===== src/rtl/wb_arb_pkg.sv =====
`default_nettype none
// ============================================================================
// Module      : wb_arb_pkg
// Description : Shared state/grant encodings and watchdog sizing for the
//               two-master Wishbone arbiter.
// Revision    : 1.0
// ============================================================================
package wb_arb_pkg;

    typedef enum logic [1:0] {
        IDLE    = 2'd0,
        GRANTED = 2'd1,
        ABORT   = 2'd2
    } arb_state_t;

    localparam logic [1:0] GNT_NONE = 2'b00;
    localparam logic [1:0] GNT_M0   = 2'b01;
    localparam logic [1:0] GNT_M1   = 2'b10;

    // Watchdog counter width: enough to hold TIMEOUT, never narrower than 1 bit.
    function automatic int wd_width(input int timeout);
        int w;
        w = $clog2(timeout + 1);
        return (w < 1) ? 1 : w;
    endfunction

endpackage
`default_nettype wire


===== src/rtl/wb_arb_select.sv =====
`default_nettype none
// ============================================================================
// Module      : wb_arb_select
// Description : Combinational tie-break returning a one-hot grant from the
//               request vector and the last-granted master.
// Revision    : 1.0
// ============================================================================
module wb_arb_select
    import wb_arb_pkg::*;
#(
    parameter int ROUND_ROBIN = 0
) (
    input  logic [1:0] i_req,
    input  logic       i_last,
    output logic [1:0] o_grant
);

    always_comb begin
        o_grant = GNT_NONE;
        case (i_req)
            2'b01:   o_grant = GNT_M0;
            2'b10:   o_grant = GNT_M1;
            // i_last = 1 means master 1 held the bus most recently
            2'b11:   o_grant = (ROUND_ROBIN != 0 && !i_last) ? GNT_M1 : GNT_M0;
            default: o_grant = GNT_NONE;
        endcase
    end

endmodule
`default_nettype wire


===== src/rtl/wb_arbiter_2.sv =====
`default_nettype none
// ============================================================================
// Module      : wb_arbiter_2
// Description : Two-master / one-slave Wishbone arbiter with per-CYC grant
//               locking and a stalled-strobe watchdog that aborts with ERR.
// Revision    : 1.0
// ============================================================================
module wb_arbiter_2
    import wb_arb_pkg::*;
#(
    parameter int DATA_WIDTH   = 32,
    parameter int ADDR_WIDTH   = 32,
    parameter int SELECT_WIDTH = DATA_WIDTH / 8,
    parameter int ROUND_ROBIN  = 0,
    parameter int TIMEOUT      = 1024
) (
    input  logic                    clk,
    input  logic                    rst,

    input  logic [ADDR_WIDTH-1:0]   wbm0_adr_i,
    input  logic [DATA_WIDTH-1:0]   wbm0_dat_i,
    output logic [DATA_WIDTH-1:0]   wbm0_dat_o,
    input  logic                    wbm0_we_i,
    input  logic [SELECT_WIDTH-1:0] wbm0_sel_i,
    input  logic                    wbm0_stb_i,
    input  logic                    wbm0_cyc_i,
    output logic                    wbm0_ack_o,
    output logic                    wbm0_err_o,

    input  logic [ADDR_WIDTH-1:0]   wbm1_adr_i,
    input  logic [DATA_WIDTH-1:0]   wbm1_dat_i,
    output logic [DATA_WIDTH-1:0]   wbm1_dat_o,
    input  logic                    wbm1_we_i,
    input  logic [SELECT_WIDTH-1:0] wbm1_sel_i,
    input  logic                    wbm1_stb_i,
    input  logic                    wbm1_cyc_i,
    output logic                    wbm1_ack_o,
    output logic                    wbm1_err_o,

    output logic [ADDR_WIDTH-1:0]   wbs_adr_o,
    output logic [DATA_WIDTH-1:0]   wbs_dat_o,
    input  logic [DATA_WIDTH-1:0]   wbs_dat_i,
    output logic                    wbs_we_o,
    output logic [SELECT_WIDTH-1:0] wbs_sel_o,
    output logic                    wbs_stb_o,
    output logic                    wbs_cyc_o,
    input  logic                    wbs_ack_i,
    input  logic                    wbs_err_i,

    output logic [1:0]              grant,
    output logic                    timeout_event
);

    localparam int              WD_W       = wd_width(TIMEOUT);
    localparam logic [WD_W-1:0] c_WD_LIMIT = (TIMEOUT == 0) ? '0 : WD_W'(TIMEOUT - 1);

    arb_state_t      r_state;
    logic [1:0]      r_grant;
    logic            r_last;
    logic [WD_W-1:0] r_wd;

    logic [1:0]      w_req;
    logic [1:0]      w_sel_grant;
    logic            w_g_cyc;
    logic            w_g_stb;
    logic            w_stall;
    logic            w_wd_hit;
    logic            w_active;
    logic            w_abort;

    assign w_req = {wbm1_cyc_i, wbm0_cyc_i};

    wb_arb_select #(
        .ROUND_ROBIN (ROUND_ROBIN)
    ) u_select (
        .i_req   (w_req),
        .i_last  (r_last),
        .o_grant (w_sel_grant)
    );

    always_comb begin
        wbs_adr_o = '0;
        wbs_dat_o = '0;
        wbs_sel_o = '0;
        wbs_we_o  = 1'b0;
        w_g_cyc   = 1'b0;
        w_g_stb   = 1'b0;
        if (r_grant == GNT_M0) begin
            wbs_adr_o = wbm0_adr_i;
            wbs_dat_o = wbm0_dat_i;
            wbs_sel_o = wbm0_sel_i;
            wbs_we_o  = wbm0_we_i;
            w_g_cyc   = wbm0_cyc_i;
            w_g_stb   = wbm0_stb_i;
        end else if (r_grant == GNT_M1) begin
            wbs_adr_o = wbm1_adr_i;
            wbs_dat_o = wbm1_dat_i;
            wbs_sel_o = wbm1_sel_i;
            wbs_we_o  = wbm1_we_i;
            w_g_cyc   = wbm1_cyc_i;
            w_g_stb   = wbm1_stb_i;
        end
    end

    assign w_active = (r_state == GRANTED);
    assign w_abort  = (r_state == ABORT);
    // A slave response in the limit cycle clears w_stall, so it beats the abort
    assign w_stall  = w_g_stb & ~wbs_ack_i & ~wbs_err_i;
    assign w_wd_hit = (TIMEOUT != 0) && (r_wd == c_WD_LIMIT);

    assign wbs_cyc_o     = w_active & w_g_cyc;
    assign wbs_stb_o     = w_active & w_g_stb;
    assign grant         = r_grant;
    assign timeout_event = w_abort;

    assign wbm0_ack_o = w_active & r_grant[0] & wbs_ack_i;
    assign wbm1_ack_o = w_active & r_grant[1] & wbs_ack_i;
    assign wbm0_err_o = r_grant[0] & ((w_active & wbs_err_i) | w_abort);
    assign wbm1_err_o = r_grant[1] & ((w_active & wbs_err_i) | w_abort);
    assign wbm0_dat_o = r_grant[0] ? wbs_dat_i : '0;
    assign wbm1_dat_o = r_grant[1] ? wbs_dat_i : '0;

    always_ff @(posedge clk) begin
        if (rst) begin
            r_state <= IDLE;
            r_grant <= GNT_NONE;
            r_last  <= 1'b1;
            r_wd    <= '0;
        end else begin
            case (r_state)
                IDLE: begin
                    r_wd <= '0;
                    if (|w_req) begin
                        r_grant <= w_sel_grant;
                        r_last  <= w_sel_grant[1];
                        r_state <= GRANTED;
                    end
                end
                GRANTED: begin
                    if (!w_g_cyc) begin
                        r_state <= IDLE;
                        r_grant <= GNT_NONE;
                        r_wd    <= '0;
                    end else if (w_stall && TIMEOUT != 0) begin
                        if (w_wd_hit) begin
                            r_state <= ABORT;
                            r_wd    <= '0;
                        end else begin
                            r_wd <= r_wd + 1'b1;
                        end
                    end else begin
                        r_wd <= '0;
                    end
                end
                ABORT: begin
                    r_wd <= '0;
                    if (w_g_cyc) begin
                        r_state <= GRANTED;
                    end else begin
                        r_state <= IDLE;
                        r_grant <= GNT_NONE;
                    end
                end
                default: begin
                    r_state <= IDLE;
                    r_grant <= GNT_NONE;
                    r_wd    <= '0;
                end
            endcase
        end
    end

endmodule
`default_nettype wire


===== config.mk =====
export PLATFORM = sky130hd
export DESIGN_NAME = wb_arbiter_2
export DESIGN_NICKNAME = d
export VERILOG_FILES = /design/src/rtl/wb_arb_pkg.sv /design/src/rtl/wb_arb_select.sv /design/src/rtl/wb_arbiter_2.sv
export SDC_FILE = /design/constraint.sdc
export NUM_CORES = 1
export LEC_CHECK = 0
export BUFFER_PORTS_ARGS = -buffer_cell sky130_fd_sc_hd__buf_4
export CAP_MARGIN = 25
export CORE_AREA = 8 8 119 121
export DETAILED_ROUTE_END_ITERATION = 10
export DIE_AREA = 0 0 127 129
export SYNTH_ARGS = -nofsm -noshare
export SYNTH_HDL_FRONTEND = slang
export SYNTH_SLANG_ARGS = --single-unit

===== constraint.sdc =====
create_clock -name clk -period 2.99 [get_ports clk]
set_input_delay 0.598 -clock clk [delete_from_list [all_inputs] [get_ports clk]]
set_output_delay 0.598 -clock clk [all_outputs]
set_load 0.005 [all_outputs]

### Word-level counts from Yosys, hierarchy flattened

Index checks and enable logic that the tools add are counted.

| cells by class | value |
|---|---|
| bitwise logic cells | 17 |
| eq/ne operators | 12 |
| add/subtract/negate cells | 1 |
| muxes and demuxes | 24 |
| $lt $le $gt $ge | 0 |
| divide/modulo/power cells | 0 |
| reductions and logical operators | 7 |
| shift-type cells | 0 |
| multipliers | 0 |

Operators with widths:

| operator | count |
|---|---|
| $mux 32 | 6 |
| $mux 2 | 6 |
| $add 11x1->11 const B | 1 |
| $and 1x1->1 | 11 |
| $eq 11x10->1 const B | 1 |
| $eq 2x2->1 const B | 4 |
| $mux 4 | 2 |
| $pmux 2 s2 | 2 |
| $mux 1 | 7 |
| $eq 2x1->1 const B | 3 |
| $ne 3x3->1 const B | 2 |
| $pmux 2 s3 | 1 |
| $reduce_or 2->1 | 3 |
| $not 1->1 | 5 |
| $reduce_or 5->1 | 1 |
| $ne 2x2->1 const B | 2 |
| $reduce_and 3->1 | 1 |
| $logic_not 2->1 | 1 |
| $reduce_and 2->1 | 1 |
| $or 1x1->1 | 1 |

| word-level totals | value |
|---|---|
| input bits | 178 |
| ROM bits | 0 |
| bits in registers | 15 |
| memories | 0 |
| RAM bits | 0 |
| latch bits | 0 |
| output and inout port bits | 142 |

### Depth between registers and ports, before layout

| depth | value |
|---|---|
| depth in word-level cells | 8 |
| depth in mapped cells | 6 |

### Hierarchy

A second synthesis with hierarchy kept.

| unflattened totals | value |
|---|---|
| cell total of the unflattened synthesis | 254 |
| area, all modules | 2034.5 um^2 |

By module, submodules not included:

| module | seq. area each (um^2) | instances | cells each | area each (um^2) |
|---|---|---|---|---|
| wb_arbiter_2 | 320.3 | 1 | 252 | 2024.4 |
| wb_arb_select | 0.0 | 1 | 2 | 10.0 |

### Least setup slack after synthesis

No wires, ideal clock.

| path | value |
|---|---|
| path kind | reg-to-output |
| start point | register r_grant[1], in the netlist grant[1] |
| end point | output port wbs_dat_o[24] |
| required time | 2392 ps |
| slack | 892 ps |
| path buffers | 3 |
| arrival time | 1500 ps |
| cell stages (with the launch flop) | 6 |
| cell sequence | dfxtp_1 nor2b_1 clkbuf_1 clkbuf_1 clkbuf_1 a22o_1 |

| on the way | value |
|---|---|
| longest elaborated chain between the ends | 3 |
| elaborated cells between the ends (all ways) | 4 |

Ends and longest elaborated chain:

| item | line | RTL |
|---|---|---|
| from (decl) | wb_arbiter_2.sv:58 | `logic [1:0] r_grant;` |
| from (signal assigned) | wb_arbiter_2.sv:134 | `r_grant <= w_sel_grant;` |
| $eq 2x2->1 | wb_arbiter_2.sv:95 | `end else if (r_grant == GNT_M1) begin` |
| $mux 32 | wb_arbiter_2.sv:95 |  |
| $mux 32 * | wb_arbiter_2.sv:88 | `if (r_grant == GNT_M0) begin` |
| to (decl) | wb_arbiter_2.sv:41 | `output logic [DATA_WIDTH-1:0] wbs_dat_o,` |

Mark *: on every way between the ends. The rest lies on a longest branch, timed or not.

### Final worst setup path

| path | value |
|---|---|
| start point | register r_grant[1], in the netlist grant[1] |
| end point | output port wbs_dat_o[3] |

Same word-level chain as after synthesis.

==> results.sh <==
export IMPL_cap_violations=0
export IMPL_post_drt_wl_per_cell_um=20.8
export IMPL_grt_usage=0.163
export IMPL_arrival_ns=1.87
export IMPL_final_max_slew_viol_count=0
export IMPL_regToRegSetupSlack_ns=0.89
export IMPL_grt_pass1_vias=3518
export IMPL_yosysUniqueCellTypes=35
export IMPL_ys_seq_area_frac=0.155
export IMPL_place_hpwl_um=13100
export IMPL_drcViolationCount=0
export IMPL_grt_pass1_wl_um=21000
export IMPL_cts_sinks=15
export IMPL_cts_buffers=3
export IMPL_cts_repair_resized=0
export IMPL_hold_viol=0
export IMPL_die_h_um=129
export IMPL_fin_crit_sh=0.824
export IMPL_outcome="finished clean"
export IMPL_final_nets=749
export IMPL_path_cells="buf_4, nor2b_4, buf_12, a22o_1, buf_4"
export IMPL_wl_um=14900
export IMPL_skew_ns=0.000721
export IMPL_leakagePower_nw=2.47
export IMPL_synth_warnings=0
export IMPL_irDropWorstVdd_v=0.000243
export IMPL_async_flop_share=0
export IMPL_power_density_nw_per_um2=244
export IMPL_max_slew_margin_rel=0.597
export IMPL_ys_ff_latch=15
export IMPL_io_buffers=319
export IMPL_final_cells=715
export IMPL_rsz0062_at_grt="false"
export IMPL_first_pass_iters=4
export IMPL_pwr_share_comb=0.586
export IMPL_critPathLaunch="grant[1]"
export IMPL_r2r_start="grant[0]"
export IMPL_vias=3286
export IMPL_finalCriticalPeriod_ns=2.46
export IMPL_power_internal_uw=797
export IMPL_cts_path_max_buffers=2
export IMPL_rows=41
export IMPL_seqPwrFrac=0.185
export IMPL_gp_congestion=0.894
export IMPL_p_clk_frac=0.229
export IMPL_syn_inst=253
export IMPL_setup_viol=0
export IMPL_whs_ns=0.448
export IMPL_tightestPinTransition_ns=0.604
export IMPL_drive_gt1_frac=0.604
export IMPL_syn_nets=436
export IMPL_start_util=0.158
export IMPL_reg2reg_to="r_wd[5]"
export IMPL_min_path_type="flop to flop"
export IMPL_cts_htree_levels=1
export IMPL_clk_pin_slew_ns=0.05
export IMPL_ctsHoldBuffers=0
export IMPL_cts_setup_buffers=0
export IMPL_cts_tree="yes"
export IMPL_syn_area_um2=1940
export IMPL_syn2layout_area_growth_pct=141
export IMPL_sw_frac_of_total=0.300
export IMPL_p_switching_uw=342
export IMPL_grt_antenna_before_repair=0
export IMPL_vias_per_cell=4.60
export IMPL_dpl_cell_count=711
export IMPL_die_area_um2=16400
export IMPL_first_iter_violations=100
export IMPL_cp_common_cell="buf_4"
export IMPL_diodes=0
export IMPL_ioPinCount=320
export IMPL_startpoint_type="flop"
export IMPL_synthFlopType="dfxtp_1"
export IMPL_mostFrequentLayoutCells="buf_4, a22o_1, and2_1"
export IMPL_ff2ff_path_depth=5
export IMPL_ant_nets=0
export IMPL_cp_max_fo=36
export IMPL_worstSetupPathType="flop to output port"
export IMPL_setup_tns_ns=0
export IMPL_cp_end_kind="output port"
export IMPL_core_area_um2=12300
export IMPL_grt_ovfl_total=0
export IMPL_cp_endpoint="wbs_dat_o[3]"
export IMPL_cts_root_buffer="clkbuf_16"
export IMPL_slowest_delay_ns=0.44
export IMPL_critPathSlowestCell="nor2b_4"
export IMPL_max_freq_mhz=406
export IMPL_clk_latency_ns=0.24
export IMPL_grt_max_degree=43
export IMPL_die_width_um=127
export IMPL_synth_edff_count=0
export IMPL_cp_required_ns=2.39
export IMPL_final_common_cell="buf_4"
export IMPL_avgSynthCellArea_um2=7.67
==> metrics by stage <==
stage / utilization / cell area [um2] / setup WS (ns) / total power [mW]
6_report: 0.380 / 4680 / 0.525 / 1.14
5_1_grt: 0.380 / 4680 / 0.399 / 1.21
4_1_cts: 0.380 / 4680 / 0.513 / 1.16
3_5_place_dp: 0.373 / 4600 / 0.788 / 0.890
3_3_place_gp: 0.373 / 4600 / 0.852 / 0.884
2_1_floorplan: - / 1940 / 0.892 / 0.421
==> layer usage <==
layer  up-vias  part of all wire  global-route usage
li1       1553                 -                   -
met1      1511              0.38               0.176
met2       207              0.51               0.300
met3        15             0.099              0.0571
met4         0             0.015              0.0350
met5         -                 0                   0
==> power groups by stage <==
stage / clock (mW) / sequential [mW] / combinational, mW
final: 0.261 / 0.211 / 0.667
after detailed placement: 0 / 0.215 / 0.675
after floorplan: 0 / 0.213 / 0.208
after global placement: 0 / 0.215 / 0.670
after CTS: 0.266 / 0.211 / 0.678
after global routing: 0.278 / 0.212 / 0.719
==> cells in the mapped netlist (4+ instances only) <==
master | count | area, um2
xor2_1 | 5 | 43.8
nand2_1 | 4 | 15.0
clkbuf_1 | 24 | 90.1
inv_1 | 5 | 18.8
nand3_1 | 4 | 20.0
ha_1 | 5 | 62.6
and2_1 | 64 | 400
dfxtp_1 | 15 | 300
nand3b_1 | 6 | 45.0
nor2b_1 | 4 | 25.0
nor2_1 | 13 | 48.8
a22o_1 | 69 | 604
==> critical path, delay by kind of cell (launching register included) <==
kind / cells / cell delay, ns
DFF: 1 / 0.38
buffers and inverters: 3 / 0.60
AOI/OAI and AO/OA: 1 / 0.16
and+or+nand+nor: 1 / 0.44
==> how the worst min path moves through the flow <==
stage,from,to,slack (ns),cells past startpoint
final,r_wd[10],r_wd[10],0.45,2
after global routing,r_wd[10],r_wd[10],0.46,2
after CTS,r_wd[10],r_wd[10],0.45,2
after detailed placement,r_wd[10],r_wd[10],0.44,2
after global placement,r_wd[10],r_wd[10],0.44,2
after floorplan,r_wd[10],r_wd[10],0.42,2
==> flip-flops by register name, indices dropped and copies added, names as in the netlist <==
name / flops
r_state: 2
r_wd: 11
grant: 2
==> final cells by class <==
cell class / count / area (um2)
Multi-Input combinational cell: 209 / 1550
Clock buffer: 3 / 75.1
Clock inverter: 1 / 5.00
Tap cell: 150 / 188
Fill cell: 1287 / 7640
Sequential cell: 15 / 300
Inverter: 5 / 18.8
Timing Repair Buffer: 332 / 2540
==> cell families after synthesis <==
| family | count (synthesis) | share of synthesized area |
|---|---|---|
| compound gates | 85 | 0.373 |
| flops | 15 | 0.155 |
| xor+xnor | 8 | 0.0361 |
| buf+inv | 29 | 0.0561 |
| mux | 1 | 0.00516 |
| simple gates | 110 | 0.342 |
| fa+ha+maj | 5 | 0.0322 |
Power figures use the tool's default switching activity.
